## src/rtl/knight_seq_pkg.sv

```systemverilog
// Shared opcodes, headings, sequencer states and the knight-move leg encoder.
// SEQ_FANFARE_EN selects opcode 4'h5 (move with fanfare) for the X leg.
package knight_seq_pkg;

    localparam logic [3:0] OP_MOVE    = 4'h4;
    localparam logic [3:0] OP_FANFARE = 4'h5;

    localparam logic [7:0] HD_N = 8'h00;
    localparam logic [7:0] HD_W = 8'h3F;
    localparam logic [7:0] HD_S = 8'h7F;
    localparam logic [7:0] HD_E = 8'hBF;

`ifdef SEQ_FANFARE_EN
    localparam logic [3:0] OP_XLEG = OP_FANFARE;
`else
    localparam logic [3:0] OP_XLEG = OP_MOVE;
`endif

    typedef enum logic [2:0] {
        S_IDLE,
        S_Y_ISSUE,
        S_Y_WAIT,
        S_X_ISSUE,
        S_X_WAIT,
        S_U_ISSUE,
        S_U_WAIT,
        S_ERR
    } seq_state_t;

    // Each knight move is |d|<=2 per axis; pos selects N/E versus S/W.
    function automatic logic [15:0] leg_cmd(input logic [2:0] idx, input logic is_x);
        logic       pos;
        logic [1:0] mag;
        pos = 1'b0;
        mag = 2'd0;
        case ({is_x, idx})
            4'b0_000, 4'b0_001: begin pos = 1'b1; mag = 2'd2; end
            4'b0_010, 4'b0_111: begin pos = 1'b1; mag = 2'd1; end
            4'b0_011, 4'b0_110: begin pos = 1'b0; mag = 2'd1; end
            4'b0_100, 4'b0_101: begin pos = 1'b0; mag = 2'd2; end
            4'b1_000, 4'b1_101: begin pos = 1'b1; mag = 2'd1; end
            4'b1_001, 4'b1_100: begin pos = 1'b0; mag = 2'd1; end
            4'b1_010, 4'b1_011: begin pos = 1'b0; mag = 2'd2; end
            4'b1_110, 4'b1_111: begin pos = 1'b1; mag = 2'd2; end
            default:            begin pos = 1'b0; mag = 2'd0; end
        endcase
        if (is_x)
            return {OP_XLEG, (pos ? HD_E : HD_W), 2'b00, mag};
        else
            return {OP_MOVE, (pos ? HD_N : HD_S), 2'b00, mag};
    endfunction

endpackage

```

## src/rtl/move_fifo.sv

```systemverilog
// DEPTH x 3-bit move queue; pointers wrap naturally since DEPTH is a power of 2.
module move_fifo #(
    parameter int DEPTH = 8
) (
    input  logic       clk,
    input  logic       rst_n,
    input  logic       push,
    input  logic       pop,
    input  logic       flush,
    input  logic [2:0] din,
    output logic [2:0] dout,
    output logic       full,
    output logic       empty
);
    localparam int AW = (DEPTH > 1) ? $clog2(DEPTH) : 1;
    localparam int CW = $clog2(DEPTH + 1);

    logic [2:0]    mem [DEPTH];
    logic [AW-1:0] wr_ptr, rd_ptr;
    logic [CW-1:0] count;
    logic          do_push, do_pop;

    assign empty   = (count == '0);
    assign full    = (count == CW'(DEPTH));
    assign do_pop  = pop && !empty;
    // A pop in the same cycle frees a slot, so a full FIFO still accepts the push.
    assign do_push = push && (!full || do_pop);
    assign dout    = mem[rd_ptr];

    always_ff @(posedge clk or negedge rst_n) begin
        if (!rst_n) begin
            wr_ptr <= '0;
            rd_ptr <= '0;
            count  <= '0;
        end else if (flush) begin
            wr_ptr <= '0;
            rd_ptr <= '0;
            count  <= '0;
        end else begin
            if (do_push) wr_ptr <= wr_ptr + AW'(1);
            if (do_pop)  rd_ptr <= rd_ptr + AW'(1);
            case ({do_push, do_pop})
                2'b10:   count <= count + CW'(1);
                2'b01:   count <= count - CW'(1);
                default: count <= count;
            endcase
        end
    end

    always_ff @(posedge clk) begin
        if (do_push && !flush) mem[wr_ptr] <= din;
    end

endmodule

```

## src/rtl/knight_cmd_seq.sv

```systemverilog
// Sequencer feeding cmd_proc: expands queued knight moves into Y/X legs, forwards host commands when idle.
// Build option SEQ_FANFARE_EN (see knight_seq_pkg) sets the X-leg opcode.
import knight_seq_pkg::*;

module knight_cmd_seq #(
    parameter int DEPTH        = 8,
    parameter int TIMEOUT_CLKS = 50_000_000
) (
    input  logic        clk,
    input  logic        rst_n,
    input  logic        move_wr,
    input  logic [2:0]  move_in,
    output logic        move_full,
    input  logic [15:0] uart_cmd,
    input  logic        uart_cmd_rdy,
    output logic        clr_uart_cmd_rdy,
    output logic [15:0] cmd,
    output logic        cmd_rdy,
    input  logic        clr_cmd_rdy,
    input  logic        send_resp,
    output logic        resp_fwd,
    output logic        tour_busy,
    output logic        seq_err,
    input  logic        err_clr
);
    localparam int TW = $clog2(TIMEOUT_CLKS + 1);

    seq_state_t    state_q, state_d;
    logic [15:0]   cmd_q, cmd_d;
    logic          cmd_rdy_q, clr_uart_q, clr_uart_d, resp_fwd_q, fwd_d, seq_err_q;
    logic [TW-1:0] tmo_cnt;
    logic          tmo_hit, tour_leg;
    logic [2:0]    idx_q, fifo_dout;
    logic          fifo_push, fifo_pop, fifo_flush, fifo_full, fifo_empty;

    move_fifo #(.DEPTH(DEPTH)) u_fifo (
        .clk   (clk),
        .rst_n (rst_n),
        .push  (fifo_push),
        .pop   (fifo_pop),
        .flush (fifo_flush),
        .din   (move_in),
        .dout  (fifo_dout),
        .full  (fifo_full),
        .empty (fifo_empty)
    );

    assign fifo_push = move_wr && (state_q != S_ERR);
    // Fires on the edge where the counter reaches TIMEOUT_CLKS.
    assign tmo_hit   = (tmo_cnt >= TW'(TIMEOUT_CLKS - 1));
    assign tour_leg  = (state_q == S_Y_ISSUE) || (state_q == S_Y_WAIT) ||
                       (state_q == S_X_ISSUE) || (state_q == S_X_WAIT);

    always_comb begin
        state_d    = state_q;
        cmd_d      = cmd_q;
        fifo_pop   = 1'b0;
        fifo_flush = 1'b0;
        clr_uart_d = 1'b0;
        fwd_d      = 1'b0;
        case (state_q)
            S_IDLE: begin
                if (!fifo_empty) begin
                    state_d  = S_Y_ISSUE;
                    fifo_pop = 1'b1;
                    cmd_d    = leg_cmd(fifo_dout, 1'b0);
                end else if (uart_cmd_rdy) begin
                    state_d    = S_U_ISSUE;
                    clr_uart_d = 1'b1;
                    cmd_d      = uart_cmd;
                end
            end
            S_Y_ISSUE: begin
                if (clr_cmd_rdy && send_resp) begin
                    state_d = S_X_ISSUE;
                    cmd_d   = leg_cmd(idx_q, 1'b1);
                end else if (clr_cmd_rdy) begin
                    state_d = S_Y_WAIT;
                end
            end
            S_Y_WAIT: begin
                if (send_resp) begin
                    state_d = S_X_ISSUE;
                    cmd_d   = leg_cmd(idx_q, 1'b1);
                end else if (tmo_hit) begin
                    state_d = S_ERR;
                end
            end
            S_X_ISSUE: begin
                if (clr_cmd_rdy && send_resp) begin
                    state_d = S_IDLE;
                    fwd_d   = fifo_empty;
                end else if (clr_cmd_rdy) begin
                    state_d = S_X_WAIT;
                end
            end
            S_X_WAIT: begin
                // Only the last leg of a tour is acknowledged to the host.
                if (send_resp) begin
                    state_d = S_IDLE;
                    fwd_d   = fifo_empty;
                end else if (tmo_hit) begin
                    state_d = S_ERR;
                end
            end
            S_U_ISSUE: begin
                if (clr_cmd_rdy && send_resp) begin
                    state_d = S_IDLE;
                    fwd_d   = 1'b1;
                end else if (clr_cmd_rdy) begin
                    state_d = S_U_WAIT;
                end
            end
            S_U_WAIT: begin
                if (send_resp) begin
                    state_d = S_IDLE;
                    fwd_d   = 1'b1;
                end else if (tmo_hit) begin
                    state_d = S_ERR;
                end
            end
            S_ERR: begin
                if (err_clr) state_d = S_IDLE;
            end
            default: state_d = S_IDLE;
        endcase
        if ((state_d == S_ERR) && (state_q != S_ERR)) fifo_flush = 1'b1;
    end

    always_ff @(posedge clk or negedge rst_n) begin
        if (!rst_n) begin
            state_q    <= S_IDLE;
            cmd_q      <= '0;
            cmd_rdy_q  <= 1'b0;
            clr_uart_q <= 1'b0;
            resp_fwd_q <= 1'b0;
            seq_err_q  <= 1'b0;
            tmo_cnt    <= '0;
            idx_q      <= '0;
        end else begin
            state_q    <= state_d;
            cmd_q      <= cmd_d;
            cmd_rdy_q  <= (state_d == S_Y_ISSUE) || (state_d == S_X_ISSUE) ||
                          (state_d == S_U_ISSUE);
            clr_uart_q <= clr_uart_d;
            resp_fwd_q <= fwd_d;
            seq_err_q  <= (state_d == S_ERR);
            if (fifo_pop) idx_q <= fifo_dout;
            if (((state_d == S_Y_WAIT) || (state_d == S_X_WAIT) || (state_d == S_U_WAIT)) &&
                (state_d != state_q))
                tmo_cnt <= '0;
            else if (tmo_cnt != TW'(TIMEOUT_CLKS))
                tmo_cnt <= tmo_cnt + TW'(1);
        end
    end

    assign cmd              = cmd_q;
    assign cmd_rdy          = cmd_rdy_q;
    assign clr_uart_cmd_rdy = clr_uart_q;
    assign resp_fwd         = resp_fwd_q;
    assign seq_err          = seq_err_q;
    assign move_full        = fifo_full;
    assign tour_busy        = !fifo_empty || tour_leg;

endmodule

```

## config.mk

```make
export PLATFORM = sky130hd
export DESIGN_NAME = knight_cmd_seq
export DESIGN_NICKNAME = d
export VERILOG_FILES = /design/src/rtl/knight_seq_pkg.sv /design/src/rtl/move_fifo.sv /design/src/rtl/knight_cmd_seq.sv
export SDC_FILE = /design/constraint.sdc
export NUM_CORES = 1
export LEC_CHECK = 0
export CORE_MARGIN = 2
export CORE_UTILIZATION = 25
export CTS_BUF_LIST = sky130_fd_sc_hd__clkbuf_2
export DETAILED_ROUTE_END_ITERATION = 8
export SYNTH_ARGS = -nofsm -noshare
export SYNTH_HDL_FRONTEND = slang
export SYNTH_SLANG_ARGS = --single-unit
export TNS_END_PERCENT = 50
```

## constraint.sdc

```tcl
create_clock -name clk -period 4.65 [get_ports clk]
set_input_delay 1.1625 -clock clk [delete_from_list [all_inputs] [get_ports clk]]
set_output_delay 1.1625 -clock clk [all_outputs]
set_load 0.01 [all_outputs]
```

### After elaboration in Yosys (flattened, before gate mapping)

Memory sizes are Yosys's and may differ from the RTL's.
Index checks and enable logic that the tools add are counted.
Widths: inputs -> output; s select.

* $add $sub $neg: 5
* order comparisons: 1
* equal/unequal tests: 30
* muxes and demuxes: 50
* reduce and logical (&&, ||, !) cells: 33

Operators with widths (count)
* $mux 16: 4
* $mux 3: 18
* $mux 26: 2
* $pmux 16 s3: 1
* $eq 3x3->1 const B: 12
* $add 26x1->26 const B: 1
* $ge 26x26->1 const B: 1
* $ne 26x26->1 const B: 1
* $pmux 3 s7: 1
* $eq 3x2->1 const B: 6
* $mux 1: 16
* $mux 8: 2
* $reduce_or 4->1: 4
* $eq 3x1->1 const B: 3
* $logic_or 1x1->1: 9
* $pmux 4 s2: 1
* $logic_and 1x1->1: 7
* $mux 7: 1
* $add 3x1->3 const B: 2
* $logic_not 3->1: 2
* $ne 3x3->1 const B: 2
* $reduce_bool 2->1: 3
* $reduce_bool 3->1: 2
* $add 4x1->4 const B: 1
* 15 further kinds: 17

* register bits after elaboration: 62
* bits in writable memories: 24
* ROM bits: 24
* input port bits: 26
* logic and storage cells: 132
* memories kept: 2

Memory list
* (name not given): words 8, bits a word 3, read ports 1, clocked after memory_dff 0, write ports 0, line knight_seq_pkg.sv:36 `case ({is_x, idx})`
* u_fifo.mem: words 8, bits a word 3, read ports 1, clocked after memory_dff 0, write ports 1, line move_fifo.sv:18 `logic [2:0] mem [DEPTH];`

### Longest topological paths before layout

Gate-level depths: netlist (run 1).

* word-level depth: 11
* mapped depth: 10

### Cells and area by module

From an unflattened synthesis (run 1), not the netlist that was laid out.

* cells, all modules: 419
* area, all modules: 4583.1 um^2

Modules (own cells, without submodules)
* knight_cmd_seq: times used 1, cells an instance 308, area an instance 2942.8 um^2
* move_fifo: times used 1, cells an instance 111, area an instance 1640.3 um^2

### Least setup slack after synthesis (run 1)

No wires, ideal clock.

* kind: input port to flip-flop
* start point: input send_resp
* end point: memory u_fifo.mem[3][0], enable pin
* library setup time: 0.374 ns
* data arrival time: 2.813 ns
* data required time: 4.276 ns
* path slack: 1.463 ns
* stages: 6
* buffers on the path: 2
* cell sequence: buf_2 > or3_1 > o31ai_4 > nor3_1 > buf_2 > nor4b_1

* word-level cells in the longest chain between the ends: 10
* elaborated cells between the ends (all ways): 14
* those cells by class: 1 x eq/ne; 9 x mux; 4 x reduce/logical

Ends and longest elaborated chain
* from (decl): line knight_cmd_seq.sv:20 `input logic send_resp,`
* $logic_and 1x1->1: line knight_cmd_seq.sv:74, knight_cmd_seq.sv:90, knight_cmd_seq.sv:107
* $mux 3 (on tied branches): line knight_cmd_seq.sv:107, knight_cmd_seq.sv:74, knight_cmd_seq.sv:90
* $pmux 3 s7 *: line knight_cmd_seq.sv:61 `case (state_q)`
* $eq 3x3->1 *: line knight_cmd_seq.sv:127 `if ((state_d == S_ERR) && (state_q != S_ERR)) fifo_flush = 1'b1;`
* $logic_and 1x1->1 *: line knight_cmd_seq.sv:127
* $mux 1 *: line knight_cmd_seq.sv:127
* $logic_not 1->1 *: line move_fifo.sv:51 `if (do_push && !flush) mem[wr_ptr] <= din;`
* $logic_and 1x1->1 *: line move_fifo.sv:51
* $mux 1 *: line move_fifo.sv:51
* $mux 1 (not written as such) *: line move_fifo.sv:51
* to (decl): line move_fifo.sv:18

Every way passes the cells marked *; elsewhere a longest branch is shown, timed or not.

### Worst setup path in the final report (run 1)

* start point: register u_fifo.count[1]
* end point: output tour_busy

* word-level cells in the longest chain between the ends: 3

Ends and longest elaborated chain
* from (decl): line move_fifo.sv:20 `logic [CW-1:0] count;`
* from (signal assigned): line move_fifo.sv:43 `2'b10: count <= count + CW'(1);`
* from (signal assigned): line move_fifo.sv:44 `2'b01: count <= count - CW'(1);`
* from (signal assigned): line move_fifo.sv:45 `default: count <= count;`
* $logic_not 4->1: line move_fifo.sv:23 `assign empty = (count == '0);`
* $logic_not 1->1: line knight_cmd_seq.sv:163 `assign tour_busy = !fifo_empty || tour_leg;`
* $logic_or 1x1->1: line knight_cmd_seq.sv:163
* to (decl): line knight_cmd_seq.sv:22 `output logic tour_busy,`

Every way passes these cells.

==> results.toml, run 1 <==
[status]
run_status = "complete, no violations"

[sta]
grt_setup_unrepaired = "false"
skew_ns = 0.0221
worst_slew_pin_slew_ns = 1.01
setup_ws_ns = 0.882
final-setup-viol-count = 0
worst_slew_margin_rel_pct = 32.3
final.setup.tns_ns = 0
report.final.hold_viol_count = 0
maximum_clock_rate_mhz = 265
final.min_clock_period_ns = 3.77
timing_max_transition_violations_final = 0
holdWs_ns = 0.493
period_share_pct = 81.0

[detailed_routing]
1st_pass_router_iterations = 4
drc_errors = 0
antenna_violating_nets_post_route = 0
vias_per_cell = 4.68
routed-via-count = 3237
route.top_layer_used = "met4"
met3RoutedLength_um = 533
wirelength_met1_mm = 4.43
first_iter_violations = 169
wl_per_cell_um = 14.1
routed-wl-met2_mm = 4.63
detail_route.wirelength_mm = 9.76

[final_layout]
final_instance_area_um2 = 5160
layout.nets = 494
area_growth_syn_to_layout_pct = 16.9
fillerInstances = 1774
final_common_cell = "sky130_fd_sc_hd__dfrtp_1"
layout_cell_share_with_drive_strength_beyond_1_pct = 8.82
mostFrequentLayoutCells = "sky130_fd_sc_hd__dfrtp_1, sky130_fd_sc_hd__nand2_1, sky130_fd_sc_hd__clkdlybuf4s50_1"

[synthesis]
synth-warning-count = 0
mappedNetlistArea_um2 = 4420
synth_cells = 422
postSynthNetCount = 455
synth-seq-cells = 86
seq_area_frac_synth_pct = 51.5
average_cell_area_after_synthesis_um2 = 10.5
post_synth_num_cell_types = 58
synth_ff_type = "sky130_fd_sc_hd__dfrtp_1"
synth-edff-count = 24
proportion_of_register_bits_with_asynchronous_set_or_reset_after_synthesis_pct = 72.1

[global_routing]
antenna_violations_before_repair = 1
number_of_global_route_vias_before_repair = 3239
grt_start_max_net_pins = 34
first_pass_grt_wire_length_mm = 16.2
gr-usage-all-layers_pct = 11.1
globalRoute.totalOverflow = 0

[clocking]
clock_path_buffers = 2
clock_transition_at_path_regs_ns = 0.20
tritoncts = "yes"
worst_skew_pair.late_latency_ns = 0.52
clkSinkCount = 86
post_cts_buffers = 0
tritoncts.num_buffers = 9
cts_max_level = 3
post_cts_resize_count = 0
cts.root.buffer_cell = "sky130_fd_sc_hd__clkbuf_2"
post_cts_hold_buffer_count = 0

[die]
fp.dieArea_um2 = 18700
die_w_um = 137
io_pins = 48
rows = 48
initial_utilization_pct = 25.5
floorplan.core_area_um2 = 17300
die_h_um = 137

[placement]
portBuffers = 47
place.gp.congestion = 0.819
place_ws_ns = 0.637
placed_wire_length_estimate_after_detailed_placement_mm = 7.00
postPlaceCellArea_um2 = 5080

[worst_setup_path]
startpoint_kind_of_the_worst_setup_timing_path = "flip-flop"
worstPathArrival_ns = 2.61
timing.critical_path.cells = "nor4_4 > nand2_1 > clkdlybuf4s50_1"
critical_path.slowest_cell = "sky130_fd_sc_hd__nor4_4"
critPathMaxFanout = 18
worstPathRequired_ns = 3.49
criticalPathCategory = "flip-flop to output pin"
worst_path_largest_cell_delay_ns = 0.92
endpoint_kind = "output pin"

[power_and_ir_drop]
max-vdd-ir-drop_mv = 0.237
powerDensity_nw_per_um2 = 521
cellLeakagePower_nw = 1.96

[job]
max_cap_violations = 0

[min_path]
hp-class = "flip-flop to flip-flop"
## final cells by class
type | instances | area, um2 | share of cell area [%]
inverters | 12 | 45.0 | 0.873
repair buffers | 53 | 510 | 9.89
clock inverters | 2 | 11.3 | 0.218
flip-flops and latches | 86 | 2270 | 44.0
multi-input cells | 299 | 1970 | 38.2
diodes | 1 | 2.50 | 0.0485
clock buffers | 13 | 65.1 | 1.26
well taps | 225 | 282 | 5.45
## cell families after synthesis
| kind of cell | after synthesis | synth area share, % |
|---|---|---|
| muxes | 12 | 4.42 |
| buffers and inverters | 37 | 3.83 |
| xor gates and xnor gates | 32 | 6.35 |
| DFF | 86 | 51.5 |
| AOI/OAI and AO/OA | 90 | 13.3 |
| adders and majority gates | 7 | 2.15 |
| and+or+nand+nor | 158 | 18.5 |
## path summary, 6_finish.rpt
check	end	slack (ns)	start	cells after the start
setup / recovery	tour_busy	0.88	u_fifo.count[1]	3
max in group asynchronous	u_fifo.rd_ptr[1]	3.09	rst_n	2
hold reg to reg	cmd[2]	0.49	cmd[2]	2
hold / removal	cmd[2]	0.49	cmd[2]	2
min in group asynchronous	tmo_cnt[21]	0.66	rst_n	1
setup reg to reg	u_fifo.mem[3][2]	1.36	u_fifo.count[1]	7
## where the power goes
part           leakage (nW)  switching [W]  internal [W]
clock network        0.0557       0.000233     0.0000750
registers              1.00       0.000244      0.000980
logic                 0.898       0.000612      0.000544
total                  1.96        0.00109       0.00160
## state kept, by name (all words and copies together) (netlist names), 3 cells and up
register,flops
u_fifo.mem,24
idx_q,3
cmd,16
state_q,3
tmo_cnt,26
u_fifo.count,4
u_fifo.rd_ptr,3
u_fifo.wr_ptr,3
## synthesized netlist by cell type, drive strengths merged, types with 6 or more instances
cell,n,share of area [%]
nand2,47,4.0
nand3,17,1.9
mux2i,6,1.4
clkbuf,9,0.77
dfrtp,62,35
nor3,13,1.5
o21ai,11,1.3
xor2,14,2.8
mux4,6,3.1
nor4,7,1.8
ha,6,1.7
a21oi,46,5.3
buf,16,2.0
nor2,36,3.1
xnor2,18,3.6
inv,12,1.0
nand4,7,0.99
edfxtp,24,16
## metrics by stage
step           util, %  total power (W)  std cells
3_5_place_dp      29.4          0.00241        675
4_1_cts           29.8          0.00273        690
6_report          29.8          0.00269        691
3_3_place_gp      29.4          0.00237        675
5_1_grt           29.8          0.00292        691
2_1_floorplan        -          0.00206        422
## critical path: cells and delay by family (launching register included)
kind          cells  cell delay (ns)
flops             1             0.52
buf+inv           1             0.53
simple gates      2             1.05
## per-layer routing
| layer | global-route usage [%] | vias up |
|---|---|---|
| met3 | 2.96 | 11 |
| met2 | 17.7 | 70 |
| li1 | - | 1587 |
| met4 | 4.41 | 0 |
| met5 | 0 | - |
| met1 | 14.2 | 1569 |
No activity file was read; power rests on OpenSTA's default activity.
==> run 2, diff against run 1 <==
==> constraint.sdc (replaced) <==
create_clock -name clk -period 3.4 [get_ports clk]
set_input_delay 0.85 -clock clk [delete_from_list [all_inputs] [get_ports clk]]
set_output_delay 0.85 -clock clk [all_outputs]
set_load 0.01 [all_outputs]
==> run 2 against run 1 <==
Compared with the run above:
- critical path type unchanged
- wire length increased by 2.4%
- clock power grew 89%
- global-route usage up 0.23 points
- die area stayed put
- worst hold slack got worse by 0.057 ns
- largest cell class unchanged
- setup slack lost 0.64 ns
==> results.toml, run 2 (synthesis gave the netlist of run 1 again) <==
[final_layout]
fillerInstances = 1770
regMostFlops = "tmo_cnt"
area_of_the_multi_input_gates_um2 = 1980
final-seq-area_um2 = 2270
area_growth_syn_to_layout_pct = 20.9
final_common_cell = "sky130_fd_sc_hd__dfrtp_1"
mostFrequentLayoutCells = "sky130_fd_sc_hd__dfrtp_1, sky130_fd_sc_hd__nand2_1, sky130_fd_sc_hd__clkdlybuf4s50_1"
max_ffs_per_register = 26
layout_cell_share_with_drive_strength_beyond_1_pct = 12.1
layout.nets = 508

[detailed_routing]
antenna_violating_nets_post_route = 0
wl_per_cell_um = 14.2
detail_route.wirelength_mm = 9.99
first_iter_violations = 190
routed-via-count = 3344
1st_pass_router_iterations = 4
drc_errors = 0
vias_per_cell = 4.74

[clocking]
cts.root.buffer_cell = "sky130_fd_sc_hd__clkbuf_2"
tritoncts.num_buffers = 9
post_cts_hold_buffer_count = 0
worst_skew_pair.late_latency_ns = 0.55
tritoncts = "yes"
clock_transition_at_path_regs_ns = 0.22
clkSinkCount = 86
post_cts_buffers = 0
clock_path_buffers = 2
cts_max_level = 3

[die]
die_w_um = 137
rows = 48
fp.dieArea_um2 = 18700
initial_utilization_pct = 25.5
floorplan.core_area_um2 = 17300
io_pins = 48
die_h_um = 137

[worst_setup_path]
timing.critical_path.cells = "or3_1 > nand2_1 > nand2_1 > clkdlybuf4s50_1"
critical_path.slowest_cell = "sky130_fd_sc_hd__dfrtp_1"
criticalPathCategory = "flip-flop to output pin"
timing.critical_path.buf_inv = 1
startpoint_kind_of_the_worst_setup_timing_path = "flip-flop"
critPathTopFamily = "simple AND/OR/NAND/NOR gates"
crit_path_frequent_cell = "sky130_fd_sc_hd__nand2_1"
worstPathArrival_ns = 2.31
crit_reg_reg_startpoint = "tmo_cnt[11]"
critPathMaxFanout = 11
rr_worst_depth = 8
endpoint_kind = "output pin"
setup.reg_to_reg.worst_slack_ns = 0.74
worstPathRequired_ns = 2.55
worst_path_largest_cell_delay_ns = 0.54
worst_r2r_endpoint = "u_fifo.mem[3][0]"

[placement]
portBuffers = 47
placed_wire_length_estimate_after_detailed_placement_mm = 7.08
place.gp.congestion = 0.820
place_ws_ns = 0.0797

[min_path]
hp-class = "primary input to async pin"

[sta]
final-setup-viol-count = 0
final.min_clock_period_ns = 3.16
period_share_pct = 92.8
grt_setup_unrepaired = "false"
worst_slew_pin_slew_ns = 0.821
setup_ws_ns = 0.244
timing_max_transition_violations_final = 0
final.setup.tns_ns = 0
report.final.hold_viol_count = 0
worst_slew_margin_rel_pct = 45.2
maximum_clock_rate_mhz = 317
skew_ns = 0.0190

[global_routing]
first_pass_grt_wire_length_mm = 16.6
gr-usage-all-layers_pct = 11.3
grt_start_max_net_pins = 63
antenna_violations_before_repair = 2
number_of_global_route_vias_before_repair = 3345
globalRoute.totalOverflow = 0

[power_and_ir_drop]
powerDensity_nw_per_um2 = 734
cellLeakagePower_nw = 2.06
max-vdd-ir-drop_mv = 0.341

[job]
max_cap_violations = 0

[status]
run_status = "complete, no violations"
run 2: cell count changes in the layout (fill, tap and decap cells not counted):
| cell | change |
|---|---|
| sky130_fd_sc_hd__clkinv_2 | +2 |
| sky130_fd_sc_hd__buf_12 | +1 |
| sky130_fd_sc_hd__dfrtp_1 | -1 |
| sky130_fd_sc_hd__clkbuf_2 | -2 |
| sky130_fd_sc_hd__bufinv_16 | +2 |
| sky130_fd_sc_hd__nor4b_2 | +1 |
| sky130_fd_sc_hd__buf_4 | +13 |
| sky130_fd_sc_hd__nor4b_1 | -1 |
| sky130_fd_sc_hd__clkinvlp_4 | -1 |
| sky130_fd_sc_hd__dfrtp_2 | +1 |
run 2: report_power, final:
group | total, W | switching [W] | internal [W]
clock | 0.000582 | 0.000337 | 0.000245
sequential | 0.00164 | 0.000294 | 0.00134
combinational | 0.00170 | 0.000895 | 0.000809
total | 0.00392 | 0.00153 | 0.00240
run 2: area by class of cell:
type,instances,area share [%]
sequential,86,42.6
multi-input combinational,299,37.1
timing repair buffer,67,11.8
tap,225,5.27
clock inverter,5,1.38
clock buffer,11,1.03
inverter,12,0.843
antenna,1,0.0469
run 2: worst max-delay path by stage:
stage                    startpoint                to  slack, ns  cells after the start
finish                   state_q[1]         tour_busy       0.24                      4
global route             state_q[1]         tour_busy       0.08                      4
CTS                 u_fifo.count[0]         move_full       0.05                      2
detailed placement      clr_cmd_rdy  u_fifo.mem[3][0]       0.08                      9
global placement          send_resp  u_fifo.mem[3][0]       0.19                      9
floorplan                 send_resp  u_fifo.mem[3][0]       0.53                      6
run 2: metal layers:
layer,global-route usage (%),wire length [um],part of all wire (%),vias up
met5,0,13,0.13,-
met4,4.70,171,1.7,2
met3,2.96,489,4.9,13
met2,17.8,4720,47,67
met1,14.7,4600,46,1638
li1,-,-,-,1624
run 2: worst register-to-register path: cells and delay by family (launching register included):
kind | cells | cell delay [ns]
DFF | 1 | 0.47
buffers and inverters | 2 | 0.38
AOI/OAI and AO/OA | 2 | 0.63
and+or+nand+nor | 4 | 0.95
run 2: timing repair:
| action | CTS | global route |
|---|---|---|
| resized for setup | 0 | 2 |
| setup endpoints to repair | 0 | 2 |
| hold endpoints to repair | 0 | 0 |
run 2: through the flow:
stage	hold WS [ns]	power (W)	instances	util, %	cell area, um2
2_1_floorplan	0.496	0.00282	422	-	4420
3_3_place_gp	0.449	0.00331	689	30.1	5200
3_5_place_dp	0.458	0.00337	689	30.1	5200
4_1_cts	0.414	0.00396	705	30.8	5330
5_1_grt	0.438	0.00426	706	30.9	5340
6_report	0.435	0.00392	706	30.9	5340
==> run 3, diff against run 2 <==
==> constraint.sdc (replaced) <==
create_clock -name clk -period 3.6 [get_ports clk]
set_input_delay 0.9 -clock clk [delete_from_list [all_inputs] [get_ports clk]]
set_output_delay 0.9 -clock clk [all_outputs]
set_load 0.01 [all_outputs]
==> run 3 against run 2 <==
Compared with the run above:
- first-iteration DRC count is 12% lower
- core utilization is 0.48 points lower
- final cell count is 0.28% lower
- design area is 1.5% lower
- die area stayed put
- combinational power is 7% lower
- largest power group unchanged
==> results.toml, run 3 (synthesis gave the netlist of run 1 again) <==
[sta]
holdWs_ns = 0.483
worst_slew_pin_slew_ns = 0.802
skew_ns = 0.0294
report.final.hold_viol_count = 0
final.setup.tns_ns = 0
maximum_clock_rate_mhz = 305
timing_max_transition_violations_final = 0
final-setup-viol-count = 0
period_share_pct = 91.1
final.min_clock_period_ns = 3.28
grt_setup_unrepaired = "false"
worst_slew_margin_rel_pct = 46.5

[die]
die_w_um = 137
rows = 48
floorplan.core_area_um2 = 17300
initial_utilization_pct = 25.5
fp.dieArea_um2 = 18700
die_h_um = 137
io_pins = 48

[placement]
postPlaceCellArea_um2 = 5170
place_inst = 687
placed_wire_length_estimate_after_detailed_placement_mm = 7.13
portBuffers = 47
place.gp.congestion = 0.808

[final_layout]
layout.nets = 506
regMostFlops = "tmo_cnt"
layout.cells.non_filler = 704
layout_cell_share_with_drive_strength_beyond_1_pct = 11.1
final_common_cell = "sky130_fd_sc_hd__dfrtp_1"
mostFrequentLayoutCells = "sky130_fd_sc_hd__dfrtp_1, sky130_fd_sc_hd__nand2_1, sky130_fd_sc_hd__clkdlybuf4s50_1"
fillerInstances = 1801
postLayoutCoreUtil_pct = 30.4
area_of_the_multi_input_gates_um2 = 1970
final-seq-area_um2 = 2270
area_growth_syn_to_layout_pct = 19.1
max_ffs_per_register = 26
final_instance_area_um2 = 5260

[clocking]
post_cts_resize_count = 0
worst_skew_pair.late_latency_ns = 0.54
cts.root.buffer_cell = "sky130_fd_sc_hd__clkbuf_2"
post_cts_buffers = 0
tritoncts = "yes"
clock_path_buffers = 2
tritoncts.num_buffers = 9
clock_transition_at_path_regs_ns = 0.23
post_cts_hold_buffer_count = 0
clkSinkCount = 86
cts_max_level = 3

[detailed_routing]
detail_route.wirelength_mm = 10.0
antenna_violating_nets_post_route = 0
routed-via-count = 3313
vias_per_cell = 4.71
drc_errors = 0
1st_pass_router_iterations = 5
wl_per_cell_um = 14.2
first_iter_violations = 167

[global_routing]
globalRoute.totalOverflow = 0
grt_start_max_net_pins = 63
number_of_global_route_vias_before_repair = 3339
first_pass_grt_wire_length_mm = 16.8
gr-usage-all-layers_pct = 11.4
antenna_violations_before_repair = 1

[power_and_ir_drop]
cellLeakagePower_nw = 2.02
max-vdd-ir-drop_mv = 0.231
powerDensity_nw_per_um2 = 675

[worst_setup_path]
startpoint_kind_of_the_worst_setup_timing_path = "flip-flop"
critPathMaxFanout = 20
endpoint_kind = "output pin"
worstPathRequired_ns = 2.70
worstPathArrival_ns = 2.38
criticalPathCategory = "flip-flop to output pin"

[status]
run_status = "complete, no violations"

[min_path]
hp-class = "primary input to async pin"

[job]
max_cap_violations = 0
-- run 3: layer usage --
layer / track usage, % / vias to the layer above / share of wire [%]
li1: - / 1620 / -
met1: 14.4 / 1593 / 45
met2: 18.2 / 84 / 47
met3: 2.93 / 16 / 6.3
met4: 5.56 / 0 / 2.2
met5: 0 / - / 0
-- run 3: layout make-up --
type	count	area share (%)
flip-flops and latches	86	43.2
diodes	1	0.0476
clock buffers	11	1.05
well taps	225	5.35
multi-input cells	299	37.6
repair buffers	65	11.4
inverters	12	0.857
clock inverters	5	0.500
-- run 3: worst paths after layout --
path / from / endpoint / depth (start not counted) / slack [ns]
worst min register to register: cmd[2] / cmd[2] / 2 / 0.49
worst max-delay path: state_q[2] / tour_busy / 4 / 0.32
worst max register to register: state_q[2] / u_fifo.mem[3][0] / 7 / 0.71
max in group asynchronous: rst_n / tmo_cnt[3] / 2 / 2.57
min in group clk: cmd[2] / cmd[2] / 2 / 0.49
worst min-delay path: rst_n / tmo_cnt[21] / 2 / 0.48
-- run 3: worst max-delay path, cell delays in order, from the launching register on --
cell and delay, ns:
sky130_fd_sc_hd__dfrtp_1 0.65, sky130_fd_sc_hd__or3_1 0.51, sky130_fd_sc_hd__nand2_1 0.10, sky130_fd_sc_hd__nand2_1 0.08, sky130_fd_sc_hd__clkdlybuf4s50_1 0.50
-- run 3: where the power goes --
part	total (W)	internal (W)	switching, W
Clock	0.000420	0.0000929	0.000327
Combinational	0.00158	0.000747	0.000835
Sequential	0.00155	0.00127	0.000281
Total	0.00355	0.00211	0.00144
-- run 3: metrics by stage --
stage / total power [W] / worst slack [ns]
2_1_floorplan: 0.00267 / 0.676
3_3_place_gp: 0.00311 / 0.255
3_5_place_dp: 0.00316 / 0.183
4_1_cts: 0.00359 / 0.261
5_1_grt: 0.00387 / 0.120
6_report: 0.00355 / 0.322
